<file path="src/rtl/pe_row_param_pkg.sv">
// Shared definitions for the parametrised PE row.
//   pe_row_state_e : weight/window sequencer states
//   acc_width()    : psum width for a given sample width and lane count
//   act_t/weight_t/psum_t : signed data types at the package default width
package pe_row_param_pkg;

  localparam int PKG_WIDTH  = 8;
  localparam int PKG_NUM_PE = 8;

  typedef enum logic [1:0] {
    W_EMPTY = 2'd0,
    FILL    = 2'd1,
    RUN     = 2'd2
  } pe_row_state_e;

  // A full-precision product is 2*width bits; summing num_pe of them needs
  // clog2(num_pe) extra bits of headroom.
  function automatic int acc_width(input int width, input int num_pe);
    return 2 * width + $clog2(num_pe);
  endfunction

  localparam int PKG_ACC_W = acc_width(PKG_WIDTH, PKG_NUM_PE);

  typedef logic signed [PKG_WIDTH-1:0] act_t;
  typedef logic signed [PKG_WIDTH-1:0] weight_t;
  typedef logic signed [PKG_ACC_W-1:0] psum_t;

endpackage

</file>
<file path="src/rtl/pe_row_param_if.sv">
// Bus bundle between the activation/weight buffers and one PE row.
//   en       : global enable
//   i_w_load : weight strobe, i_f : signed weight
//   i_clr    : frame restart
//   i_valid  : activation strobe, i_r : signed activation
//   i_psum   : upstream partial sum (only with PE_ROW_PSUM_IN_EN defined)
//   o_psum   : signed window sum, o_valid : one-cycle result pulse
//   o_err    : sticky activation-before-weights flag
// modport master drives the row, modport slave is the row itself.
interface pe_row_param_if
  import pe_row_param_pkg::*;
#(
  parameter int WIDTH  = 8,
  parameter int NUM_PE = 8
);
  localparam int ACC_W = acc_width(WIDTH, NUM_PE);

  logic                    en;
  logic                    i_w_load;
  logic signed [WIDTH-1:0] i_f;
  logic                    i_clr;
  logic                    i_valid;
  logic signed [WIDTH-1:0] i_r;
`ifdef PE_ROW_PSUM_IN_EN
  logic signed [ACC_W-1:0] i_psum;
`endif
  logic signed [ACC_W-1:0] o_psum;
  logic                    o_valid;
  logic                    o_err;

  modport master (
`ifdef PE_ROW_PSUM_IN_EN
    output i_psum,
`endif
    output en, i_w_load, i_f, i_clr, i_valid, i_r,
    input  o_psum, o_valid, o_err
  );

  modport slave (
`ifdef PE_ROW_PSUM_IN_EN
    input  i_psum,
`endif
    input  en, i_w_load, i_f, i_clr, i_valid, i_r,
    output o_psum, o_valid, o_err
  );

endinterface

</file>
<file path="src/rtl/pe_row_param_adder_tree.sv">
// pe_adder_tree: purely combinational balanced sum of NUM_PE signed
// 2*WIDTH-bit products into one ACC_W-bit signed result.
//   prod : NUM_PE signed products
//   sum  : signed sum, full precision
module pe_adder_tree
  import pe_row_param_pkg::*;
#(
  parameter int WIDTH  = 8,
  parameter int NUM_PE = 8
) (
  input  logic signed [2*WIDTH-1:0]                 prod [NUM_PE],
  output logic signed [acc_width(WIDTH, NUM_PE)-1:0] sum
);
  localparam int ACC_W  = acc_width(WIDTH, NUM_PE);
  localparam int LEAVES = 1 << $clog2(NUM_PE);

  // Heap-ordered tree: node k sums nodes 2k and 2k+1; leaves beyond NUM_PE
  // are zero so non-power-of-two rows still balance.
  always_comb begin : tree
    logic signed [ACC_W-1:0] node [1:2*LEAVES-1];
    for (int k = 1; k < 2 * LEAVES; k++) node[k] = '0;
    for (int i = 0; i < NUM_PE; i++) node[LEAVES + i] = ACC_W'(prod[i]);
    for (int k = LEAVES - 1; k >= 1; k--) node[k] = node[2*k] + node[2*k+1];
    sum = node[1];
  end

endmodule

</file>
<file path="src/rtl/pe_row_param.sv">
// pe_row_param: NUM_PE-lane signed sliding-window correlator.
// Weights are loaded serially (first weight pairs with the oldest sample),
// activations shift through a NUM_PE-deep window, and one psum is issued per
// STRIDE accepted samples once the window is full. Two pipeline stages
// follow the window: products, then adder tree into o_psum.
// Ports: clk, rst (synchronous, active-high), bus (pe_row_param_if.slave).
// Optional macro PE_ROW_PSUM_IN_EN adds bus.i_psum, added into o_psum in
// the final stage so rows can be chained.
module pe_row_param
  import pe_row_param_pkg::*;
#(
  parameter int WIDTH  = 8,
  parameter int NUM_PE = 8,
  parameter int STRIDE = 1
) (
  input logic           clk,
  input logic           rst,
  pe_row_param_if.slave bus
);
  localparam int ACC_W  = acc_width(WIDTH, NUM_PE);
  localparam int PROD_W = 2 * WIDTH;
  localparam int WCNT_W = $clog2(NUM_PE + 1);
  localparam int FCNT_W = $clog2(NUM_PE);
  localparam int SPH_W  = (STRIDE > 1) ? $clog2(STRIDE) : 1;

  pe_row_state_e     state, state_d;
  logic [WCNT_W-1:0] wcnt, wcnt_d;
  logic [FCNT_W-1:0] fcnt, fcnt_d;
  logic [SPH_W-1:0]  sph, sph_d;
  logic [WCNT_W-1:0] w_idx;
  logic              w_we, win_clr, win_shift, issue, err_set;

  logic signed [WIDTH-1:0]  f   [NUM_PE];
  logic signed [WIDTH-1:0]  win [NUM_PE];  // win[0] oldest, win[NUM_PE-1] newest
  logic                     vld_p0;
  logic signed [PROD_W-1:0] prod_p1 [NUM_PE];
  logic                     vld_p1;
  logic signed [ACC_W-1:0]  psum_p2;
  logic                     vld_p2;
  logic                     err_q;
  logic signed [ACC_W-1:0]  tree_sum;

  function automatic logic [SPH_W-1:0] next_phase(input logic [SPH_W-1:0] p);
    if (int'(p) >= STRIDE - 1) return '0;
    return p + 1'b1;
  endfunction

  pe_adder_tree #(.WIDTH(WIDTH), .NUM_PE(NUM_PE)) u_tree (
    .prod (prod_p1),
    .sum  (tree_sum)
  );

  // Strobe priority: i_clr, then i_w_load, then i_valid. An i_clr in W_EMPTY
  // does nothing but still consumes the cycle.
  always_comb begin
    state_d   = state;
    wcnt_d    = wcnt;
    fcnt_d    = fcnt;
    sph_d     = sph;
    w_we      = 1'b0;
    w_idx     = wcnt;
    win_clr   = 1'b0;
    win_shift = 1'b0;
    issue     = 1'b0;
    err_set   = 1'b0;
    if (bus.i_clr) begin
      if (state != W_EMPTY) begin
        state_d = FILL;
        fcnt_d  = '0;
        sph_d   = '0;
        win_clr = 1'b1;
      end
    end else if (bus.i_w_load) begin
      w_we = 1'b1;
      if (state == W_EMPTY) begin
        wcnt_d = wcnt + 1'b1;
        if (int'(wcnt) == NUM_PE - 1) state_d = FILL;
      end else begin
        // Reload restarts the weight sequence at f[0]
        state_d = W_EMPTY;
        w_idx   = '0;
        wcnt_d  = WCNT_W'(1);
        fcnt_d  = '0;
        sph_d   = '0;
        win_clr = 1'b1;
      end
    end else if (bus.i_valid) begin
      case (state)
        W_EMPTY: err_set = 1'b1;
        FILL: begin
          win_shift = 1'b1;
          if (int'(fcnt) == NUM_PE - 1) begin
            state_d = RUN;
            fcnt_d  = '0;
            issue   = 1'b1;
            sph_d   = next_phase('0);
          end else begin
            fcnt_d = fcnt + 1'b1;
          end
        end
        RUN: begin
          win_shift = 1'b1;
          issue     = (sph == '0);
          sph_d     = next_phase(sph);
        end
        default: state_d = W_EMPTY;
      endcase
    end
  end

  always_ff @(posedge clk) begin
    if (rst) begin
      state   <= W_EMPTY;
      wcnt    <= '0;
      fcnt    <= '0;
      sph     <= '0;
      err_q   <= 1'b0;
      vld_p0  <= 1'b0;
      vld_p1  <= 1'b0;
      vld_p2  <= 1'b0;
      psum_p2 <= '0;
      for (int j = 0; j < NUM_PE; j++) begin
        f[j]       <= '0;
        win[j]     <= '0;
        prod_p1[j] <= '0;
      end
    end else if (bus.en) begin
      state <= state_d;
      wcnt  <= wcnt_d;
      fcnt  <= fcnt_d;
      sph   <= sph_d;
      if (err_set) err_q <= 1'b1;
      for (int j = 0; j < NUM_PE; j++) begin
        if (w_we && int'(w_idx) == j) f[j] <= bus.i_f;
      end
      // --- window stage: sample accepted, issue flag captured ---
      if (win_clr) begin
        for (int j = 0; j < NUM_PE; j++) win[j] <= '0;
      end else if (win_shift) begin
        for (int j = 0; j < NUM_PE - 1; j++) win[j] <= win[j+1];
        win[NUM_PE-1] <= bus.i_r;
      end
      vld_p0 <= issue;
      // --- stage 1: lane products ---
      for (int j = 0; j < NUM_PE; j++) begin
        prod_p1[j] <= PROD_W'(f[j]) * PROD_W'(win[j]);
      end
      vld_p1 <= vld_p0;
      // --- stage 2: tree sum, held between results ---
      vld_p2 <= vld_p1;
      if (vld_p1) begin
`ifdef PE_ROW_PSUM_IN_EN
        psum_p2 <= tree_sum + bus.i_psum;
`else
        psum_p2 <= tree_sum;
`endif
      end
    end
  end

  assign bus.o_psum  = psum_p2;
  assign bus.o_valid = vld_p2;
  assign bus.o_err   = err_q;

endmodule

</file>
<file path="src/flat_wrapper.sv">
// flat-port wrapper written by rule: the top's interface ports become plain ports
module pe_row_param_flat import pe_row_param_pkg::*;
#(
  parameter int WIDTH  = 8,
  parameter int NUM_PE = 8,
  parameter int STRIDE = 1
)
  (clk, rst, bus_en, bus_i_w_load, bus_i_f, bus_i_clr, bus_i_valid, bus_i_r, bus_o_psum, bus_o_valid, bus_o_err);
  pe_row_param_if #(.WIDTH(WIDTH), .NUM_PE(NUM_PE)) bus_i ();
  input logic clk;
  input logic rst;
  input wire logic [$bits(bus_i.en)-1:0] bus_en;
  input wire logic [$bits(bus_i.i_w_load)-1:0] bus_i_w_load;
  input wire logic [$bits(bus_i.i_f)-1:0] bus_i_f;
  input wire logic [$bits(bus_i.i_clr)-1:0] bus_i_clr;
  input wire logic [$bits(bus_i.i_valid)-1:0] bus_i_valid;
  input wire logic [$bits(bus_i.i_r)-1:0] bus_i_r;
  output wire logic [$bits(bus_i.o_psum)-1:0] bus_o_psum;
  output wire logic [$bits(bus_i.o_valid)-1:0] bus_o_valid;
  output wire logic [$bits(bus_i.o_err)-1:0] bus_o_err;
  assign bus_i.en = bus_en;
  assign bus_i.i_w_load = bus_i_w_load;
  assign bus_i.i_f = bus_i_f;
  assign bus_i.i_clr = bus_i_clr;
  assign bus_i.i_valid = bus_i_valid;
  assign bus_i.i_r = bus_i_r;
  assign bus_o_psum = bus_i.o_psum;
  assign bus_o_valid = bus_i.o_valid;
  assign bus_o_err = bus_i.o_err;
  pe_row_param #(.WIDTH(WIDTH), .NUM_PE(NUM_PE), .STRIDE(STRIDE)) u_core (.clk(clk), .rst(rst), .bus(bus_i));
endmodule
</file>
<file path="config.mk">
export PLATFORM = sky130hd
export DESIGN_NAME = pe_row_param_flat
export DESIGN_NICKNAME = d
export VERILOG_FILES = /design/src/rtl/pe_row_param_pkg.sv /design/src/rtl/pe_row_param_if.sv /design/src/rtl/pe_row_param_adder_tree.sv /design/src/rtl/pe_row_param.sv /design/src/flat_wrapper.sv
export SDC_FILE = /design/constraint.sdc
export NUM_CORES = 2
export LEC_CHECK = 0
export BUFFER_PORTS_ARGS = -buffer_cell sky130_fd_sc_hd__buf_4
export CORE_MARGIN = 2
export CORE_UTILIZATION = 50
export DETAILED_ROUTE_END_ITERATION = 16
export PLACE_DENSITY = 0.73
export SLEW_MARGIN = 10
export SYNTH_ARGS = -nofsm -noshare
export SYNTH_HDL_FRONTEND = slang
export SYNTH_SLANG_ARGS = --single-unit
</file>
<file path="constraint.sdc">
create_clock -name clk -period 4.2 [get_ports clk]
set_clock_uncertainty 0.1 [all_clocks]
set_input_delay 0.42 -clock clk [delete_from_list [all_inputs] [get_ports clk]]
set_output_delay 0.42 -clock clk [all_outputs]
set_load 0.05 [all_outputs]
</file>
==> results.ini <==
[final_layout]
number_of_inserted_diodes = 0
area_delta_synth_final_pct = 27.5
drive_above_1_share = 0.285
sequential_cell_area_sq_um = 6990
utilization = 0.643
final_net_count = 4929
final.fill_count = 5023
multi_input_area_sq_um = 25700

[synthesis]
synth_top_cells_by_area = sky130_fd_sc_hd__fa_1 32%, sky130_fd_sc_hd__edfxtp_1 11%, sky130_fd_sc_hd__dfxtp_1 10%
post_synth_instance_area_sq_um = 33800
yosysTopAreaCell = sky130_fd_sc_hd__fa_1
mappedNetlistNets = 4345
synth_seq_area_share = 0.206
synth-edff-count = 120
synth_top_flop_cell = sky130_fd_sc_hd__dfxtp_1
yosys_warnings = 0
post_synth_inst_count = 3527
yosys.area.top_type_share = 0.319
postSynth.asyncResetShare = 0
avgSynthCellArea_sq_um = 9.58
yosys_register_bits = 288
ys_types = 65

[cts]
cts.sink_count = 288
htree_levels = 2
tritoncts = built
worstSkewPairLatency_ps = 580
holdBufCountCts = 0
buffer_levels_on_the_longest_clock_path = 3
cts.clk_slew.worst_paths_ps = 60
cts-buffers-inserted = 37
clock_root_buffer_master = sky130_fd_sc_hd__clkbuf_16

[setup_path]
worst_r2r_path_depth = 16
worst_flop_to_flop_path_startpoint = u_core.f[3][4]
worstPathArrival_ps = 5010
setup.worst_path.start_class = flip-flop
crit_path_end = u_core.prod_p1[30]
crit_path_start = u_core.f[3][4]
crit_fanout = 6
critical_path.reg2reg.endpoint = u_core.prod_p1[30]
worst_setup_path_end_kind = flip-flop
timing.reg2reg.setup_slack_ps = -460
required_time_of_the_critical_path_ps = 4560
critical_path_class = flip-flop to flip-flop

[grt]
grt_start_max_net_pins = 77
initial_antenna_violation_count = 2
globalRoute.totalOverflow = 0
grt_pass1_wl_mm = 144
globalRouteTotalUtil = 0.258
first_global_vias = 27800

[power_and_ir_drop]
leakage_nw = 20.6
share_seq_of_total_power = 0.171
netSwitchingFraction = 0.432
power.density_nw_per_um2 = 464
irDropWorstVdd_uv = 855
intPower_w = 0.0113
net_switching_w = 0.00863
clock_group_share_of_total_power = 0.165
combPwrFrac = 0.664

[sta]
setup_tns_ps = -13100
fin_crit_ps = 4660
timing.max_slew.rel_slack = 0.386
timing_worst_slew_pin_value_ps = 918
report.final.slew_viol_count = 0
fmax_ghz = 0.215
unrepaired_setup_endpoints_after_global_routing = true
layout_setup_ws_ps = -456
hold_viol_final = 0
layout_worst_path_cycle_share = 1.11
setup_viol = 64

[floorplanning]
dieHeight_microns = 264
die-width_microns = 264
placement_rows = 95
start_util = 0.504
die_area_sq_um = 69700
floorplan.io_pins = 43
placeableCoreArea_sq_um = 67000

[outcome]
outcome = complete, but fails checks
violations = setup timing

[min_path]
hold-path-cell-count = 2
timing.hold.worst.class = input pin to flip-flop

[job]
timing.max_cap.violations = 0

[route]
via_count = 26000
drtIter0Drc = 1674
ant_nets = 0
detail_route.wl_per_cell_microns = 17.9
drc_violation_count_after_routing = 0
routed_wirelength_mm = 89.7
route.detailed.vias_per_inst = 5.19
first_pass_iters = 8

[placed_design]
port_buffers = 42
routabilityCongestion = 0.921
place.detailed.hpwl_mm = 66.2

-- stage by stage --
step / instances / setup WS [ps] / power (W) / hold slack [ps] / area (sq um)
floorplan: 3527 / -134 / 0.0107 / 341 / 34100
global placement: 4827 / -408 / 0.0142 / 343 / 38700
detailed placement: 4827 / -466 / 0.0145 / 347 / 38700
CTS: 4969 / -328 / 0.0191 / 6.22 / 41800
global route: 5013 / -600 / 0.0215 / 32.0 / 43100
finish: 5013 / -456 / 0.0200 / 30.1 / 43100
-- worst max-delay path: stages, from the launching register on --
cell	delay (ps)
sky130_fd_sc_hd__edfxtp_1	530
sky130_fd_sc_hd__buf_6	180
sky130_fd_sc_hd__and2_1	170
sky130_fd_sc_hd__fa_1	500
sky130_fd_sc_hd__ha_1	290
sky130_fd_sc_hd__inv_1	50
sky130_fd_sc_hd__fa_1	580
sky130_fd_sc_hd__fa_1	440
sky130_fd_sc_hd__inv_1	130
sky130_fd_sc_hd__ha_4	230
sky130_fd_sc_hd__nor2b_2	170
sky130_fd_sc_hd__o21a_1	200
sky130_fd_sc_hd__o211ai_1	280
sky130_fd_sc_hd__a31oi_1	170
sky130_fd_sc_hd__xnor2_1	240
sky130_fd_sc_hd__mux2i_1	120
sky130_fd_sc_hd__and2_1	170
-- power by group through the flow --
stage	Sequential (W)	Clock (W)	Combinational, W
after floorplan	0.00338	0	0.00729
after global placement	0.00346	0	0.0108
after detailed placement	0.00346	0	0.0110
after CTS	0.00341	0.00334	0.0123
after global routing	0.00345	0.00344	0.0146
final	0.00342	0.00330	0.0133
-- final cells by class --
cell class / instances / area share
Clock inverter: 20 / 0.00459
Clock buffer: 48 / 0.0242
Tap cell: 873 / 0.0254
Inverter: 854 / 0.0745
Multi-Input combinational cell: 2325 / 0.595
Timing Repair Buffer: 605 / 0.114
Sequential cell: 288 / 0.162
-- synth_stat cells, types with 8 or more instances --
library cell and n:
sky130_fd_sc_hd__ha_1 257, sky130_fd_sc_hd__nor3_1 38, sky130_fd_sc_hd__and3_1 13, sky130_fd_sc_hd__o21ai_0 36, sky130_fd_sc_hd__inv_1 853, sky130_fd_sc_hd__a211oi_1 31
sky130_fd_sc_hd__xnor2_1 92, sky130_fd_sc_hd__or3_1 20, sky130_fd_sc_hd__a31oi_1 12, sky130_fd_sc_hd__fa_1 539, sky130_fd_sc_hd__nand3_1 22, sky130_fd_sc_hd__clkbuf_1 48
sky130_fd_sc_hd__o22ai_1 24, sky130_fd_sc_hd__mux2_2 8, sky130_fd_sc_hd__nor2_1 194, sky130_fd_sc_hd__o211ai_1 8, sky130_fd_sc_hd__o21a_1 20, sky130_fd_sc_hd__dfxtp_1 168
sky130_fd_sc_hd__a21oi_1 67, sky130_fd_sc_hd__xor2_1 30, sky130_fd_sc_hd__mux2i_1 63, sky130_fd_sc_hd__a21o_1 24, sky130_fd_sc_hd__and2_1 392, sky130_fd_sc_hd__nand2b_1 33
sky130_fd_sc_hd__nor2b_1 70, sky130_fd_sc_hd__nand2_1 216, sky130_fd_sc_hd__edfxtp_1 120, sky130_fd_sc_hd__nand4_1 16
-- timing repair --
action	4_1_cts	5_1_grt
setup endpoints to repair	70	82
gates resized for setup	325	244
buffers inserted	81	60
pin swaps	214	198
-- layout by cell type, fill, tap and decap left out, types with 100 or more instances in the layout --
master / instances
sky130_fd_sc_hd__inv_1: 753
sky130_fd_sc_hd__and2_1: 319
sky130_fd_sc_hd__fa_1: 500
sky130_fd_sc_hd__ha_1: 179
sky130_fd_sc_hd__nor2_1: 174
sky130_fd_sc_hd__dfxtp_1: 153
sky130_fd_sc_hd__buf_4: 516
sky130_fd_sc_hd__edfxtp_1: 120
sky130_fd_sc_hd__inv_2: 100
sky130_fd_sc_hd__nand2_1: 189
-- flip-flops by register name, summed over array words and instances (netlist names), 2 cells and up --
name,flops
u_core.prod_p1,128
u_core.f,64
u_core.win,64
u_core.bus.o_psum,19
u_core.wcnt,4
u_core.fcnt,3
u_core.state,2
-- kinds of logic (layout without fill, tap and decap cells) --
| logic type | Yosys count | count (layout) | share of synthesized area |
|---|---|---|---|
| adders and majority gates | 796 | 796 | 0.414 |
| DFF | 288 | 288 | 0.206 |
| AOI/OAI and AO/OA | 293 | 293 | 0.0632 |
| xor gates and xnor gates | 122 | 122 | 0.0316 |
| muxes | 71 | 71 | 0.0213 |
| buffers and inverters | 914 | 1527 | 0.102 |
| and+or+nand+nor | 1043 | 1043 | 0.162 |
-- layer usage --
layer | GRT usage | vias to the layer above | routed length [microns]
met5 | 0 | - | 0
met4 | 0.0885 | 0 | 3850
li1 | - | 12000 | -
met3 | 0.0256 | 221 | 4410
met1 | 0.328 | 13100 | 35900
met2 | 0.460 | 691 | 45500
-- how the worst min path moves through the flow --
stage | endpoint | from | slack [ps]
floorplan | u_core.prod_p1[8] | u_core.prod_p1[8] | 340
global placement | u_core.bus.o_psum[12] | u_core.bus.o_psum[12] | 340
CTS | u_core.win[1][27] | bus_i_r[3] | 6
global route | u_core.win[1][30] | bus_i_r[6] | 30
detailed placement | u_core.bus.o_psum[9] | u_core.bus.o_psum[9] | 350
finish | u_core.win[1][27] | bus_i_r[3] | 30
Power figures use the tool's default switching activity.
